===== config.mk =====
export PLATFORM = sky130hd
export DESIGN_NAME = simple_pipe_flat
export DESIGN_NICKNAME = d
export VERILOG_FILES = /design/src/rtl/simple_pipe_pkg.sv /design/src/rtl/simple_pipe_if.sv /design/src/rtl/simple_pipe_stage.sv /design/src/rtl/simple_pipe.sv /design/src/flat_wrapper.sv
export SDC_FILE = /design/constraint.sdc
export NUM_CORES = 1
export LEC_CHECK = 0
export ABC_CLOCK_PERIOD_IN_PS = 2000
export BUFFER_PORTS_ARGS = -buffer_cell sky130_fd_sc_hd__buf_2
export CORE_MARGIN = 2
export CORE_UTILIZATION = 40
export CTS_CLUSTER_SIZE = 12
export DETAILED_ROUTE_END_ITERATION = 10
export RECOVER_POWER = 25
export SLEW_MARGIN = 30
export SYNTH_ARGS = -nofsm -noshare
export SYNTH_HDL_FRONTEND = slang
export SYNTH_SLANG_ARGS = --single-unit

===== constraint.sdc =====
create_clock -name clk -period 2 [get_ports clk]
set_input_delay 0.2 -clock clk [delete_from_list [all_inputs] [get_ports clk]]
set_output_delay 0.2 -clock clk [all_outputs]
set_load 0.01 [all_outputs]

===== src/rtl/simple_pipe_pkg.sv =====
// rtl/simple_pipe_pkg.sv - shared constants and the stage adder for simple_pipe
// SIMPLE_PIPE_SAT_EN selects saturating instead of wrapping stage adds.
package simple_pipe_pkg;

  localparam int DEF_WIDTH     = 8;
  localparam int DEF_DEPTH     = 5;
  localparam int DEF_STEP      = 1;
  localparam int DEF_FINAL_ADD = 2;

  // Widest datapath the adder handles; callers zero-extend into it.
  localparam int MAX_W = 64;

  // Returns {saturated, result}; a and b must already fit in w bits.
  function automatic logic [MAX_W:0] add_c(input logic [MAX_W-1:0] a,
                                           input logic [MAX_W-1:0] b,
                                           input int unsigned w);
    logic [MAX_W-1:0] lim;
`ifdef SIMPLE_PIPE_SAT_EN
    logic [MAX_W:0] sum;
    lim = {MAX_W{1'b1}} >> (MAX_W - w);
    sum = {1'b0, a} + {1'b0, b};
    if (sum > {1'b0, lim}) begin
      return {1'b1, lim};
    end
    return sum;
`else
    logic [MAX_W-1:0] sum;
    lim = {MAX_W{1'b1}} >> (MAX_W - w);
    sum = a + b;
    return {1'b0, sum & lim};
`endif
  endfunction

endpackage


===== src/rtl/simple_pipe_if.sv =====
// rtl/simple_pipe_if.sv - upstream/downstream handshake and status bundle of simple_pipe
interface simple_pipe_if
  import simple_pipe_pkg::*;
#(
  parameter int WIDTH = DEF_WIDTH,
  parameter int DEPTH = DEF_DEPTH
);
  localparam int OCC_W = $clog2(DEPTH + 1);

  logic             in_valid;
  logic             in_ready;
  logic [WIDTH-1:0] in_data;
  logic             out_valid;
  logic             out_ready;
  logic [WIDTH-1:0] out_data;
  logic [OCC_W-1:0] occupancy;
  logic             sat_flag;

  modport master (
    output in_valid, in_data, out_ready,
    input  in_ready, out_valid, out_data, occupancy, sat_flag
  );

  modport slave (
    input  in_valid, in_data, out_ready,
    output in_ready, out_valid, out_data, occupancy, sat_flag
  );

endinterface


===== src/rtl/simple_pipe_stage.sv =====
// rtl/simple_pipe_stage.sv - one elastic register stage adding a constant on load
// Adder behaviour (wrap or saturate) follows SIMPLE_PIPE_SAT_EN through add_c.
module simple_pipe_stage
  import simple_pipe_pkg::*;
#(
  parameter int WIDTH = DEF_WIDTH,
  parameter int ADD   = 0
) (
  input  logic             clk,
  input  logic             reset,
  input  logic             in_v,
  input  logic [WIDTH-1:0] in_d,
  input  logic             out_r,
  output logic             v,
  output logic [WIDTH-1:0] d,
  output logic             rdy,
  output logic             sat
);
  localparam logic [WIDTH-1:0] ADD_W = WIDTH'(ADD);

  logic             r_v;
  logic [WIDTH-1:0] r_d;
  logic [MAX_W:0]   w_sum;

  assign w_sum = add_c(MAX_W'(in_d), MAX_W'(ADD_W), WIDTH);
  assign rdy   = !r_v || out_r;
  // Upper bits are zero unless the saturate flag is set.
  assign sat   = rdy && in_v && (|w_sum[MAX_W:WIDTH]);

  always_ff @(posedge clk) begin
    if (reset) begin
      r_v <= 1'b0;
      r_d <= '0;
    end else if (rdy) begin
      r_v <= in_v;
      r_d <= w_sum[WIDTH-1:0];
    end
  end

  assign v = r_v;
  assign d = r_d;

endmodule


===== src/rtl/simple_pipe.sv =====
// rtl/simple_pipe.sv - elastic DEPTH-stage add pipeline with combinational ready chain
// With SIMPLE_PIPE_SAT_EN undefined the stages never report saturation, so sat_flag stays 0.
module simple_pipe
  import simple_pipe_pkg::*;
#(
  parameter int WIDTH     = DEF_WIDTH,
  parameter int DEPTH     = DEF_DEPTH,
  parameter int STEP      = DEF_STEP,
  parameter int FINAL_ADD = DEF_FINAL_ADD
) (
  input  logic         clk,
  input  logic         reset,
  simple_pipe_if.slave bus
);
  localparam int OCC_W = $clog2(DEPTH + 1);

  logic [DEPTH:0]   w_rdy;
  logic [DEPTH-1:0] w_v;
  logic [DEPTH-1:0] w_in_v;
  logic [DEPTH-1:0] w_sat;
  logic [WIDTH-1:0] w_d    [DEPTH];
  logic [WIDTH-1:0] w_in_d [DEPTH];
  logic             r_sat_flag;

  assign w_rdy[DEPTH] = bus.out_ready;
  assign w_in_v       = {w_v[DEPTH-2:0], bus.in_valid};

  for (genvar i = 0; i < DEPTH; i++) begin : g_stage
    if (i == 0) begin : g_head
      assign w_in_d[i] = bus.in_data;
    end else begin : g_body
      assign w_in_d[i] = w_d[i-1];
    end

    simple_pipe_stage #(
      .WIDTH (WIDTH),
      .ADD   ((i == 0) ? 0 : (i == DEPTH - 1) ? FINAL_ADD : STEP)
    ) u_stage (
      .clk   (clk),
      .reset (reset),
      .in_v  (w_in_v[i]),
      .in_d  (w_in_d[i]),
      .out_r (w_rdy[i+1]),
      .v     (w_v[i]),
      .d     (w_d[i]),
      .rdy   (w_rdy[i]),
      .sat   (w_sat[i])
    );
  end

  always_ff @(posedge clk) begin
    if (reset) begin
      r_sat_flag <= 1'b0;
    end else begin
      r_sat_flag <= r_sat_flag | (|w_sat);
    end
  end

  assign bus.in_ready  = w_rdy[0];
  assign bus.out_valid = w_v[DEPTH-1];
  assign bus.out_data  = w_d[DEPTH-1];
  assign bus.occupancy = OCC_W'($countones(w_v));
  assign bus.sat_flag  = r_sat_flag;

endmodule


===== src/flat_wrapper.sv =====
// flat-port wrapper written by rule: the top's interface ports become plain ports
module simple_pipe_flat import simple_pipe_pkg::*;
#(
  parameter int WIDTH     = DEF_WIDTH,
  parameter int DEPTH     = DEF_DEPTH,
  parameter int STEP      = DEF_STEP,
  parameter int FINAL_ADD = DEF_FINAL_ADD
)
  (clk, reset, bus_in_valid, bus_in_data, bus_out_ready, bus_in_ready, bus_out_valid, bus_out_data, bus_occupancy, bus_sat_flag);
  simple_pipe_if #(.WIDTH(WIDTH), .DEPTH(DEPTH)) bus_i ();
  input  logic clk;
  input  logic reset;
  input wire logic [$bits(bus_i.in_valid)-1:0] bus_in_valid;
  input wire logic [$bits(bus_i.in_data)-1:0] bus_in_data;
  input wire logic [$bits(bus_i.out_ready)-1:0] bus_out_ready;
  output wire logic [$bits(bus_i.in_ready)-1:0] bus_in_ready;
  output wire logic [$bits(bus_i.out_valid)-1:0] bus_out_valid;
  output wire logic [$bits(bus_i.out_data)-1:0] bus_out_data;
  output wire logic [$bits(bus_i.occupancy)-1:0] bus_occupancy;
  output wire logic [$bits(bus_i.sat_flag)-1:0] bus_sat_flag;
  assign bus_i.in_valid = bus_in_valid;
  assign bus_i.in_data = bus_in_data;
  assign bus_i.out_ready = bus_out_ready;
  assign bus_in_ready = bus_i.in_ready;
  assign bus_out_valid = bus_i.out_valid;
  assign bus_out_data = bus_i.out_data;
  assign bus_occupancy = bus_i.occupancy;
  assign bus_sat_flag = bus_i.sat_flag;
  simple_pipe #(.WIDTH(WIDTH), .DEPTH(DEPTH), .STEP(STEP), .FINAL_ADD(FINAL_ADD)) u_core (.clk(clk), .reset(reset), .bus(bus_i));
endmodule

==> impl_metrics.csv <==
group,metric,value,unit
finish,diodes,0,
route,vias_per_cell,5.28,
global_route,grt_pass1_vias,1580,
floorplan,placementRows,26,
synthesis,synth_top_family_by_area,"simple AND/OR/NAND/NOR gates",
route,routed_wl,4130,microns
job,drv_cap,0,
sta,worstMarginPinSlew,924,ps
worst_setup_path,worst-path-max-fanout,2,
route,wl_met3,142,microns
synthesis,syn_nets,260,
sta,maxSlewHeadroom,38.4,%
pwr,powerDensity,698,mW/mm^2
cts,clock_latency,290,ps
finish,layout_commonest_cell,"dfxtp_1",
cts,ctsRootBufferMaster,"clkbuf_8",
cts,cts_inserted_buffers,5,
synthesis,avgSynthCellArea,8.69,sq um
route,highest_layer,"met4",
synthesis,synth-seq-area-share,43.2,%
finish,post-route-cell-area,0.00239,sq mm
synthesis,synth_xor_area_share,5.04,%
cts,cts_max_path_buffers,2,
pwr,ir_drop,441,uV
pwr,p_total,1.66,mW
finish,fillerInstances,522,
finish,area_growth,14.4,%
sta,setup_violations,1,
synthesis,synth-main-ff-cell,"dfxtp_1",
floorplan,dieArea,0.00581,sq mm
status,failed_checks,"setup timing",
cts,clk_pin_slew_worst_paths,80,ps
worst_setup_path,critPathKind,"register to primary output",
route,vias,1763,
global_route,gr-usage-all-layers,15.3,%
sta,skew,7.06,ps
synthesis,synth_mux_area_share,0.960,%
placed_design,place_area,0.00226,sq mm
cts,cts_max_level,2,
synthesis,synth_edf_count,0,
floorplan,die_h,76.2,microns
worst_setup_path,required,1800,ps
cts,cts_hold_buf,0,
placed_design,hpwl,2970,microns
sta,slew_viol_final,0,
route,drtAntennaViolNets,0,
worst_setup_path,regToRegSetupSlack,260,ps
sta,max_freq,0.495,GHz
global_route,grt_max_degree,24,
synthesis,async_flop_share,0,%
sta,finalCritPeriodShare,101,%
placed_design,dp_cells,324,
sta,fin_ws,-19.1,ps
floorplan,start_util,41.1,%
placed_design,globalplace.congestion,0.731,
route,drt_iter0_drc,68,
sta,min_period,2020,ps
sta,fin_hold_ws,108,ps
finish,layoutNonFillerInstCount,334,
status,status,"finished, violations left",
placed_design,io_buffers,24,
finish,most-common-layout-cells,"42 x dfxtp_1, 28 x nor2_1, 22 x nand3_1, 19 x o21ai_0, 17 x a211oi_1",
global_route,antenna_found_initial,0,
synthesis,netlist_area,0.00209,sq mm
worst_setup_path,worstPathArrival,1820,ps
floorplan,coreArea,0.00507,sq mm
route,met2WireLength,1960,microns
worst_hold_path,hp-class,"primary input to register",
worst_setup_path,timing.rr.start,"u_core.g_stage[3].u_stage.v$_SDFFE_PP0P_",
worst_setup_path,r2r_cells,5,
synthesis,synth-compound-area-share,18.5,%
synthesis,yosys.area_share.simple,22.9,%
finish,multi_input_area,0.00114,sq mm
global_route,grt_overflow_total,0,
cts,cts_tree,"built",
synthesis,synth_cell_type_count,32,
worst_setup_path,cp-start-kind,"register",
synthesis,synthAdderAreaFrac,5.52,%
worst_setup_path,crit_path_end,"bus_occupancy[1]",
cts,clkSinkCount,45,
synthesis,netlist_instances,240,
route,met1Wirelength,1970,microns
route,drc,0,
finish,regArea,907,sq um
finish,drive_gt1_share,13.6,%
synthesis,synth_seq_cells,45,
synthesis,ys_warn_count,0,
route,dr.pass1.iters,4,
worst_setup_path,crit_start,"u_core.g_stage[1].u_stage.v$_SDFFE_PP0P_",
floorplan,pin_count,26,
worst_setup_path,crit_path_end_kind,"primary output",
sta,hold_viol,0,
worst_setup_path,r2r_end,"u_core.g_stage[1].u_stage.d[1]$_SDFFE_PP0P_",
route,post_drt_wl_per_cell,12.4,microns
finish,nNetsFinal,284,
global_route,grt_pass1_wl,7310,microns
pwr,p_leak,0.868,nW
sta,rsz0062_at_grt,"yes",
floorplan,die_w,76.2,microns
-- area by class of cell --
class                      count  area share, %
multi-input combinational    178           47.6
sequential                    45           38.0
timing repair buffer          32           6.76
tap                           70           3.67
clock buffer                   7           3.62
inverter                       2          0.315
-- metal layers --
layer	vias up	GRT usage, %
met1	808	18.9
met5	-	0
li1	921	-
met2	28	26.1
met3	6	3.55
met4	0	5.45
-- how the worst min path moves through the flow --
stage / startpoint / endpoint / cells past startpoint
after detailed placement: bus_in_valid / u_core.g_stage[0].u_stage.v$_SDFFE_PP0P_ / 3
after global routing: bus_in_valid / u_core.g_stage[0].u_stage.v$_SDFFE_PP0P_ / 3
after global placement: bus_in_valid / u_core.g_stage[0].u_stage.v$_SDFFE_PP0P_ / 3
after CTS: bus_in_valid / u_core.g_stage[0].u_stage.v$_SDFFE_PP0P_ / 3
final: bus_in_valid / u_core.g_stage[0].u_stage.v$_SDFFE_PP0P_ / 3
after floorplan: bus_in_valid / u_core.g_stage[0].u_stage.v$_SDFFE_PP0P_ / 2
-- power breakdown --
group          leakage [nW]  internal [mW]  switching, mW
logic                 0.453         0.0588         0.0619
clock network        0.0443          0.274          0.289
registers             0.371          0.935         0.0448
total                 0.868           1.27          0.396
-- critical path, stage by stage (launching register included) --
cell     delay, ps
dfxtp_2        340
ha_4           230
fa_2           350
fa_1           480
buf_2          120
-- kinds of logic (layout without fill, tap and decap cells) --
group / after synthesis / after routing
flip-flops: 45 / 45
adder cells (fa/ha/maj): 8 / 8
AO/OA/AOI/OAI: 60 / 60
XOR/XNOR: 12 / 12
multiplexers: 2 / 2
other: 1 / 1
AND/OR/NAND/NOR: 95 / 95
buffers and inverters: 17 / 41
-- Yosys cell counts (2+ instances only) --
master	number	area share, %
a211oi_1	17	6.1
a21oi_1	14	3.4
a311oi_1	9	3.8
and2_1	2	0.60
and4_1	2	0.84
buf_2	7	1.7
clkbuf_1	7	1.3
dfxtp_1	45	43
fa_1	2	1.9
ha_1	6	3.6
inv_1	2	0.36
mux2i_1	2	0.96
nand2_1	14	2.5
nand3_1	22	5.3
nand4_1	2	0.60
nor2_1	28	5.0
nor3_1	7	1.7
o21ai_0	19	4.6
or3_1	10	3.0
xnor2_1	4	1.7
xor2_1	8	3.4
-- stage by stage --
stage,TNS [ps],util [%],worst slack (ps)
4_1_cts,-39.0,47.4,-39.0
3_3_place_gp,0,44.6,141
3_5_place_dp,0,44.6,130
5_1_grt,-92.0,47.0,-92.0
6_report,-19.1,47.0,-19.1
2_1_floorplan,0,-,234
-- registers in the layout (all words and copies together) (netlist names) --
register,cells
u_core.g_stage.u_stage.d,40
u_core.g_stage.u_stage.v,5
-- what timing repair did --
| action | 4_1_cts | 5_1_grt |
|---|---|---|
| endpoints found under the setup margin | 2 | 1 |
| gates resized for setup | 7 | 0 |
| pin swaps | 1 | 0 |
| setup buffers | 3 | 0 |
Power figures use the tool's default switching activity.
